--- config.mk ---
export PLATFORM = sky130hd
export DESIGN_NAME = ota_stim_measure
export DESIGN_NICKNAME = d
export VERILOG_FILES = /design/src/rtl/ota_stim_measure.sv
export SDC_FILE = /design/constraint.sdc
export NUM_CORES = 1
export LEC_CHECK = 0
export CAP_MARGIN = 20
export CORE_UTILIZATION = 58
export CTS_CLUSTER_DIAMETER = 150
export DETAILED_ROUTE_END_ITERATION = 6
export PLACE_DENSITY = 0.94
export RECOVER_POWER = 100
export SLEW_MARGIN = 15
export SYNTH_ARGS = -nofsm -noshare
export SYNTH_HDL_FRONTEND = slang
export SYNTH_SLANG_ARGS = --single-unit
--- constraint.sdc ---
create_clock -name wb_clk_i -period 7.35 [get_ports wb_clk_i]
set_input_delay 0.735 -clock wb_clk_i [delete_from_list [all_inputs] [get_ports wb_clk_i]]
set_output_delay 0.735 -clock wb_clk_i [all_outputs]
set_load 0.02 [all_outputs]
--- src/rtl/ota_stim_measure.sv ---
// rtl/ota_stim_measure.sv - square-wave OTA stimulus and comparator high/edge measurement engine
`timescale 1ns/1ps
module ota_stim_measure #(
  parameter int CNT_W  = 24,
  parameter int DIV_W  = 16,
  parameter int EDGE_W = 16
) (
  input  logic              wb_clk_i,
  input  logic              wb_rst_n,
  input  logic              start_tgl,
  input  logic [CNT_W-1:0]  window,
  input  logic [DIV_W-1:0]  half_period,
  input  logic              cmp_in,
  output logic              stim_out,
  output logic              stim_oeb,
  output logic              busy,
  output logic              done,
  output logic              ovf,
  output logic [CNT_W-1:0]  high_count,
  output logic [EDGE_W-1:0] edge_count
);

  typedef enum logic [1:0] {
    IDLE = 2'b00,
    RUN  = 2'b01,
    DONE = 2'b10
  } state_t;

  state_t             state;
  state_t             state_nxt;
  logic               load;
  logic               start_q;
  logic               start_req;
  logic               cmp_m;
  logic               cmp_s;
  logic               cmp_d;
  logic               rise;
  logic               count_en;
  logic               last_cycle;
  logic [CNT_W-1:0]   win_cnt;
  logic [DIV_W-1:0]   hp_reg;
  logic [DIV_W-1:0]   hp_eff;
  logic [DIV_W-1:0]   div_cnt;

  // A zero half-period would stall the divider, so it is treated as one.
  assign hp_eff     = (half_period == '0) ? DIV_W'(1) : half_period;
  assign start_req  = start_tgl ^ start_q;
  assign rise       = cmp_s & ~cmp_d;
  // win_cnt==0 means a zero-length window: one RUN cycle that counts nothing.
  assign count_en   = (state == RUN) && (win_cnt != '0);
  assign last_cycle = (win_cnt == '0) || (win_cnt == CNT_W'(1));

  // Start edge detector and comparator synchroniser with history flop.
  always_ff @(posedge wb_clk_i or negedge wb_rst_n) begin
    if (!wb_rst_n) begin
      start_q <= 1'b0;
      cmp_m   <= 1'b0;
      cmp_s   <= 1'b0;
      cmp_d   <= 1'b0;
    end else begin
      start_q <= start_tgl;
      cmp_m   <= cmp_in;
      cmp_s   <= cmp_m;
      cmp_d   <= cmp_s;
    end
  end

  // State register.
  always_ff @(posedge wb_clk_i or negedge wb_rst_n) begin
    if (!wb_rst_n) begin
      state <= IDLE;
    end else begin
      state <= state_nxt;
    end
  end

  // Next-state and status decode; requests during RUN are simply dropped.
  always_comb begin
    state_nxt = state;
    load      = 1'b0;
    busy      = 1'b0;
    done      = 1'b0;
    stim_oeb  = 1'b1;
    case (state)
      IDLE: begin
        if (start_req) begin
          state_nxt = RUN;
          load      = 1'b1;
        end
      end
      RUN: begin
        busy     = 1'b1;
        stim_oeb = 1'b0;
        if (last_cycle) begin
          state_nxt = DONE;
        end
      end
      DONE: begin
        done = 1'b1;
        if (start_req) begin
          state_nxt = RUN;
          load      = 1'b1;
        end
      end
      default: begin
        state_nxt = IDLE;
      end
    endcase
  end

  // Stimulus divider, window countdown and saturating measurement counters.
  always_ff @(posedge wb_clk_i or negedge wb_rst_n) begin
    if (!wb_rst_n) begin
      win_cnt    <= '0;
      hp_reg     <= DIV_W'(1);
      div_cnt    <= '0;
      stim_out   <= 1'b0;
      high_count <= '0;
      edge_count <= '0;
      ovf        <= 1'b0;
    end else if (load) begin
      win_cnt    <= window;
      hp_reg     <= hp_eff;
      div_cnt    <= hp_eff - DIV_W'(1);
      stim_out   <= 1'b0;
      high_count <= '0;
      edge_count <= '0;
      ovf        <= 1'b0;
    end else if (state == RUN) begin
      if (last_cycle) begin
        stim_out <= 1'b0;
      end else if (div_cnt == '0) begin
        stim_out <= ~stim_out;
        div_cnt  <= hp_reg - DIV_W'(1);
      end else begin
        div_cnt <= div_cnt - DIV_W'(1);
      end
      if (win_cnt != '0) begin
        win_cnt <= win_cnt - CNT_W'(1);
      end
      if (count_en && cmp_s) begin
        if (&high_count) begin
          ovf <= 1'b1;
        end else begin
          high_count <= high_count + CNT_W'(1);
        end
      end
      if (count_en && rise) begin
        if (&edge_count) begin
          ovf <= 1'b1;
        end else begin
          edge_count <= edge_count + EDGE_W'(1);
        end
      end
    end
  end

endmodule

# Word-level counts from Yosys, hierarchy flattened
# Cells that the tools add are included.
# W data, S select, Z words.
dict set report word_totals {
  register_bits 104
  in_bits 44
  out_inout_bits 45
  wordCells 87
}
dict set report op_classes {
  addsub 6
  eq_ne 8
  mux 34
  bitwise_logic 4
  n_reduce_logical 23
}
# operator n
set ops {}
lappend ops {{$mux W24} 7}
lappend ops {{$mux W16} 9}
lappend ops {{$sub A16 B1 Y16 const B} 3}
lappend ops {{$logic_not A16 Y1} 2}
lappend ops {{$add A24 B1 Y24 const B} 1}
lappend ops {{$eq A24 B1 Y1 const B} 1}
lappend ops {{$logic_not A24 Y1} 1}
lappend ops {{$reduce_and A24 Y1} 1}
lappend ops {{$reduce_bool A24 Y1} 1}
lappend ops {{$sub A24 B1 Y24 const B} 1}
lappend ops {{$add A16 B1 Y16 const B} 1}
lappend ops {{$reduce_and A16 Y1} 1}
lappend ops {{$mux W1} 15}
lappend ops {{$ne A2 B2 Y1 const B} 4}
lappend ops {{$reduce_and A2 Y1} 4}
lappend ops {{$reduce_bool A2 Y1} 4}
lappend ops {{$reduce_and A3 Y1} 2}
lappend ops {{$mux W2} 2}
lappend ops {{$pmux W2 S2} 1}
lappend ops {{$logic_and A1 B1 Y1} 3}
lappend ops {{$reduce_bool A3 Y1} 1}
lappend ops {{$eq A2 B1 Y1 const B} 1}
lappend ops {{$eq A2 B2 Y1 const B} 1}
lappend ops {{$logic_not A2 Y1} 1}
lappend ops {{other kinds (6)} 7}

# Logic depth before layout (Yosys ltp)
dict set report logic_depth {
  word_depth 8
  ltp_mapped 11
  depth_no_buf 9
}

# Worst setup path before layout
# Ideal clock, no wire load.
dict set report synth_path {
  kind {input-to-reg}
  start {input port start_tgl}
  end {register div_cnt[14]}
  setup_time_ps 69
  arrival_time_ps 2872
  required_ps 7281
  path_slack_ps 4409
  cell_stages 11
  n_path_buf 3
  cell_sequence {xor2_1 -> nand2_1 -> clkbuf_1 -> nor2_1 -> clkbuf_1 -> clkbuf_1 -> a21oi_1 -> ha_1 -> nand3_1 -> or4_1 -> nand3_1}
}
dict set report synth_between {
  elab_chain_len 5
  elab_cells_between_ends 7
  classes_between {1 x eq/ne; 3 x mux; 1 x bitwise; 2 x reduce/logical}
}
# item line
set synth_lines {}
lappend synth_lines {{from (decl)} 10} ;# input logic start_tgl,
lappend synth_lines {{$xor A1 B1 Y1 *} 47} ;# assign start_req = start_tgl ^ start_q;
lappend synth_lines {{$mux W1 *} {86, 100}}
lappend synth_lines {{$mux W1 *} -}
lappend synth_lines {{$ne A2 B2 Y1 (no line) / $reduce_bool A2 Y1 (equally long branches)} -}
lappend synth_lines {{$reduce_and A2 Y1 (no line)} -}
lappend synth_lines {{to (signal assigned)} 124} ;# div_cnt <= hp_eff - DIV_W'(1);
lappend synth_lines {{to (signal assigned)} 134} ;# div_cnt <= hp_reg - DIV_W'(1);
lappend synth_lines {{to (signal assigned)} 136} ;# div_cnt <= div_cnt - DIV_W'(1);
lappend synth_lines {{to (decl)} 43} ;# logic [DIV_W-1:0] div_cnt;
# Every way passes the cells marked *; elsewhere a longest branch is shown, timed or not.
# A chain may end at the register's enable or synchronous reset.

# Final worst setup path
dict set report layout_path {
  start {register win_cnt[4]}
  end {register div_cnt[15]}
}
dict set report layout_between {
  elab_chain_len 4
  elab_cells_between_ends 5
  classes_between {2 x eq/ne; 3 x reduce/logical}
}
# item line
set layout_lines {}
lappend layout_lines {{from (decl)} 40} ;# logic [CNT_W-1:0] win_cnt;
lappend layout_lines {{from (signal assigned)} 122} ;# win_cnt <= window;
lappend layout_lines {{from (signal assigned)} 139} ;# win_cnt <= win_cnt - CNT_W'(1);
lappend layout_lines {{$eq A24 B1 Y1 / $logic_not A24 Y1 (equally long branches)} 51} ;# assign last_cycle = (win_cnt == '0) || (win_cnt == CNT_W'(1));
lappend layout_lines {{$logic_or A1 B1 Y1 *} 51}
lappend layout_lines {{$ne A2 B2 Y1 (no line) *} -}
lappend layout_lines {{$reduce_and A2 Y1 (no line) *} -}
# Marked as above.

==> reports/summary.txt <==
======================================================================================
Core area                                                                 0.00920 sq mm
Slew Viols, Final                                                                   64
Hold violation count in the final report                                             0
Setup violators final                                                                0
Most heavily used metal layer in global routing                                   met2
Via density per instance                                                          6.30
Overall global routing resource usage                                            28.9%
Clock slew at reported path FFs                                                0.11 ns
Routing usage on met3                                                            5.55%
Initial DRT Pass Iterations                                                          5
Violated checks                                                           max-capacitance violations, max-slew violations
Commonest non-fill, non-tap cell in the layout                                 dfrtp_1
Fraction of final layout cells with drive strength greater than 1                3.71%
Via count of the first global-routing pass                                        4730
Maximum fanout encountered on the critical timing path                              25
Buffer cell driving the clock tree root                                       clkbuf_8
Number of distinct standard cells referenced by the synthesized netlist             56
Data required, critical path                                                   7.66 ns
Maximum clock rate                                                             198 MHz
Final worst hold slack                                                        0.361 ns
Transition time at the pin with the least slew margin                          2.83 ns
Sequential share of the synthesized area                                         47.3%
Die ar.                                                                   0.00989 sq mm
Global routing usage on met1                                                     38.3%
Half-perimeter wire length of the detailed placement result               9590 microns
Violation count after the first detailed-route iteration                           404
Die height                                                                99.4 microns
Leading registers by flop count                                           high_count (24), win_cnt (24)
Residual DRC                                                                         0
Synth async-reset ratio                                                           100%
Average wire length per cell after detail routing                         17.2 microns
Critical path capture point type                                              register
Top flip-flop cell by instance count after synthesis                           dfrtp_1
Path class of the lowest-slack min-delay path                               reg -> reg
Synth Register Bits                                                                104
Classification of the worst setup path                                      reg -> reg
Met2 routing resource usage after global routing                                 46.7%
Worst Setup Start Kind                                                        register
Endpoint arrival time on the critical path                                     5.35 ns
Gates resized, CTS repair                                                            0
Max Root-Sink Buffers                                                                2
Clock tree skew after final layout                                           0.0126 ns
Antenna violations before repair                                                     0
Boundary Pins                                                                       89
Power density over cell area                                               327 mW/mm^2
Number of buffers added for setup after CTS                                          0
Diodes inserted                                                                      0
Die width                                                                 99.4 microns
Number of CTS-inserted buffers                                                       9
Post-Route Setup TNS                                                              0 ns
VDD IR max                                                                  0.000188 V
TritonCTS clock tree                                                               yes
Leftover overflow at the end of global routing                                       0
Maximum capacitance violations                                                       2
First-pass GRT wire length                                                22500 microns
Worst slew slack as a fraction of its limit                                     -88.7%
RSZ-0062 raised after global routing                                                no
Post-synthesis instance total                                                      590
Standard-cell rows                                                                  35
Clock H-tree levels                                                                  3
Aggregate routed wire length                                              13500 microns
Number of nets with antenna violations after detailed routing                        0
Most frequent cells in the layout                                         dfrtp_1 (103), nor2_1 (71), nand2_1 (69), dlygate4sd3_1 (47), clkdlybuf4s50_1 (40)
Clock latency reported for the late side of the worst-skew pair                0.38 ns
Final layout net count                                                             718
Clock period minus final worst setup slack                                     5.04 ns
Port Buffer Count                                                                   88
Average footprint of a synthesized cell                                     9.33 sq um
Area growth from synthesis to layout                                             19.8%
Yosys warnings                                                                       0
Largest net degree at the start of global routing                                   99
Number of hold buffers added after CTS                                               0
Status                                                                    complete, but fails checks
Routed vias                                                                       4936
Final weighted congestion in routability-driven placement                         1.06
Total leakage power                                                            2.77 nW
Share of the clock period used by the worst path after layout                    68.6%
Synthesized net count                                                              640
Initial Utilization                                                              59.9%
Total standard cell area after synthesis                                  0.00551 sq mm
Number of sinks handled by clock tree synthesis                                    104
Count of flip-flops with a built-in enable after synthesis                           0
======================================================================================
critical path, stage by stage (launching register included):
cell        delay (ns)
dfrtp_1           0.43
or4_1             0.57
or4_1             0.60
or4_1             0.64
a21oi_1           0.95
clkinvlp_2        1.14
nand2_1           0.37
o221ai_2          0.15
nor3_2            0.13
routing by layer:
layer	up-vias	share of wire [%]	routed length [microns]
met4	0	2.7	366
met2	279	48	6490
met3	43	8.7	1170
met1	2347	41	5490
met5	-	0	0
li1	2267	-	-
cell type report:
| class | instances | area, sq um |
|---|---|---|
| multi-input combinational | 455 | 2740 |
| sequential | 104 | 2600 |
| fill | 662 | 2600 |
| timing repair buffer | 90 | 890 |
| tap | 111 | 139 |
| clock buffer | 10 | 128 |
| clock inverter | 6 | 68.8 |
| inverter | 8 | 31.3 |
kinds of logic after synthesis:
group	synth area share, %
compound gates	13.4
xor+xnor	10.0
fa+ha+maj	1.36
buf+inv	2.59
flops	47.3
mux	0.386
simple gates	24.9
through the flow:
step | util [%] | power [mW] | setup slack (ns) | cells | cell area [sq um]
after CTS | 72.1 | 2.18 | 3.49 | 784 | 6630
after global routing | 71.7 | 2.29 | 1.99 | 784 | 6600
final | 71.7 | 2.16 | 2.31 | 784 | 6600
after global placement | 70.0 | 1.76 | 3.25 | 768 | 6430
after floorplan | - | 1.52 | 4.41 | 590 | 5510
after detailed placement | 70.0 | 1.81 | 3.12 | 768 | 6430
synthesized netlist by cell type (2+ instances only):
library cell | n | area [sq um]
dfrtp_1 | 103 | 2580
nor2_1 | 72 | 270
nand2_1 | 69 | 259
o21ai_0 | 39 | 195
xor2_1 | 36 | 315
xnor2_1 | 27 | 236
nand4_1 | 22 | 138
a21oi_1 | 20 | 100
nand3_1 | 20 | 100
clkbuf_1 | 19 | 71.3
nor4_1 | 19 | 119
nor3_1 | 18 | 90.1
and4_1 | 11 | 96.3
or3_1 | 9 | 56.3
a22o_1 | 8 | 70.1
a2bb2oi_1 | 8 | 70.1
and3_1 | 8 | 50.1
ha_1 | 6 | 75.1
inv_1 | 6 | 22.5
o211ai_1 | 6 | 45.0
nand2b_1 | 5 | 31.3
a31oi_1 | 4 | 25.0
o2bb2ai_1 | 4 | 35.0
and2_1 | 3 | 18.8
buf_6 | 3 | 33.8
o21a_1 | 3 | 22.5
o31ai_1 | 3 | 22.5
or4_4 | 3 | 33.8
a41oi_1 | 2 | 17.5
nor2b_1 | 2 | 12.5
nor3b_1 | 2 | 15.0
o22ai_1 | 2 | 12.5
o311ai_0 | 2 | 17.5
o31a_1 | 2 | 17.5
or2_2 | 2 | 12.5
or4_1 | 2 | 15.0
final timing paths:
check | startpoint | end | slack, ns | cells after the start
setup / recovery | win_cnt[4] | div_cnt[15] | 2.31 | 8
hold / removal | cmp_m | cmp_s | 0.36 | 0
setup reg to reg | win_cnt[4] | div_cnt[15] | 2.31 | 8
hold reg to reg | cmp_m | cmp_s | 0.36 | 0
max in group asynchronous | wb_rst_n | win_cnt[10] | 4.26 | 2
min in group asynchronous | wb_rst_n | edge_count[7] | 1.25 | 1
power breakdown:
| group | switching [mW] | internal [mW] | leakage (nW) | total (mW) |
|---|---|---|---|---|
| clock | 0.205 | 0.159 | 0.0904 | 0.364 |
| combinational | 0.469 | 0.356 | 1.37 | 0.825 |
| sequential | 0.198 | 0.769 | 1.31 | 0.967 |
No activity file was read; power rests on OpenSTA's default activity.
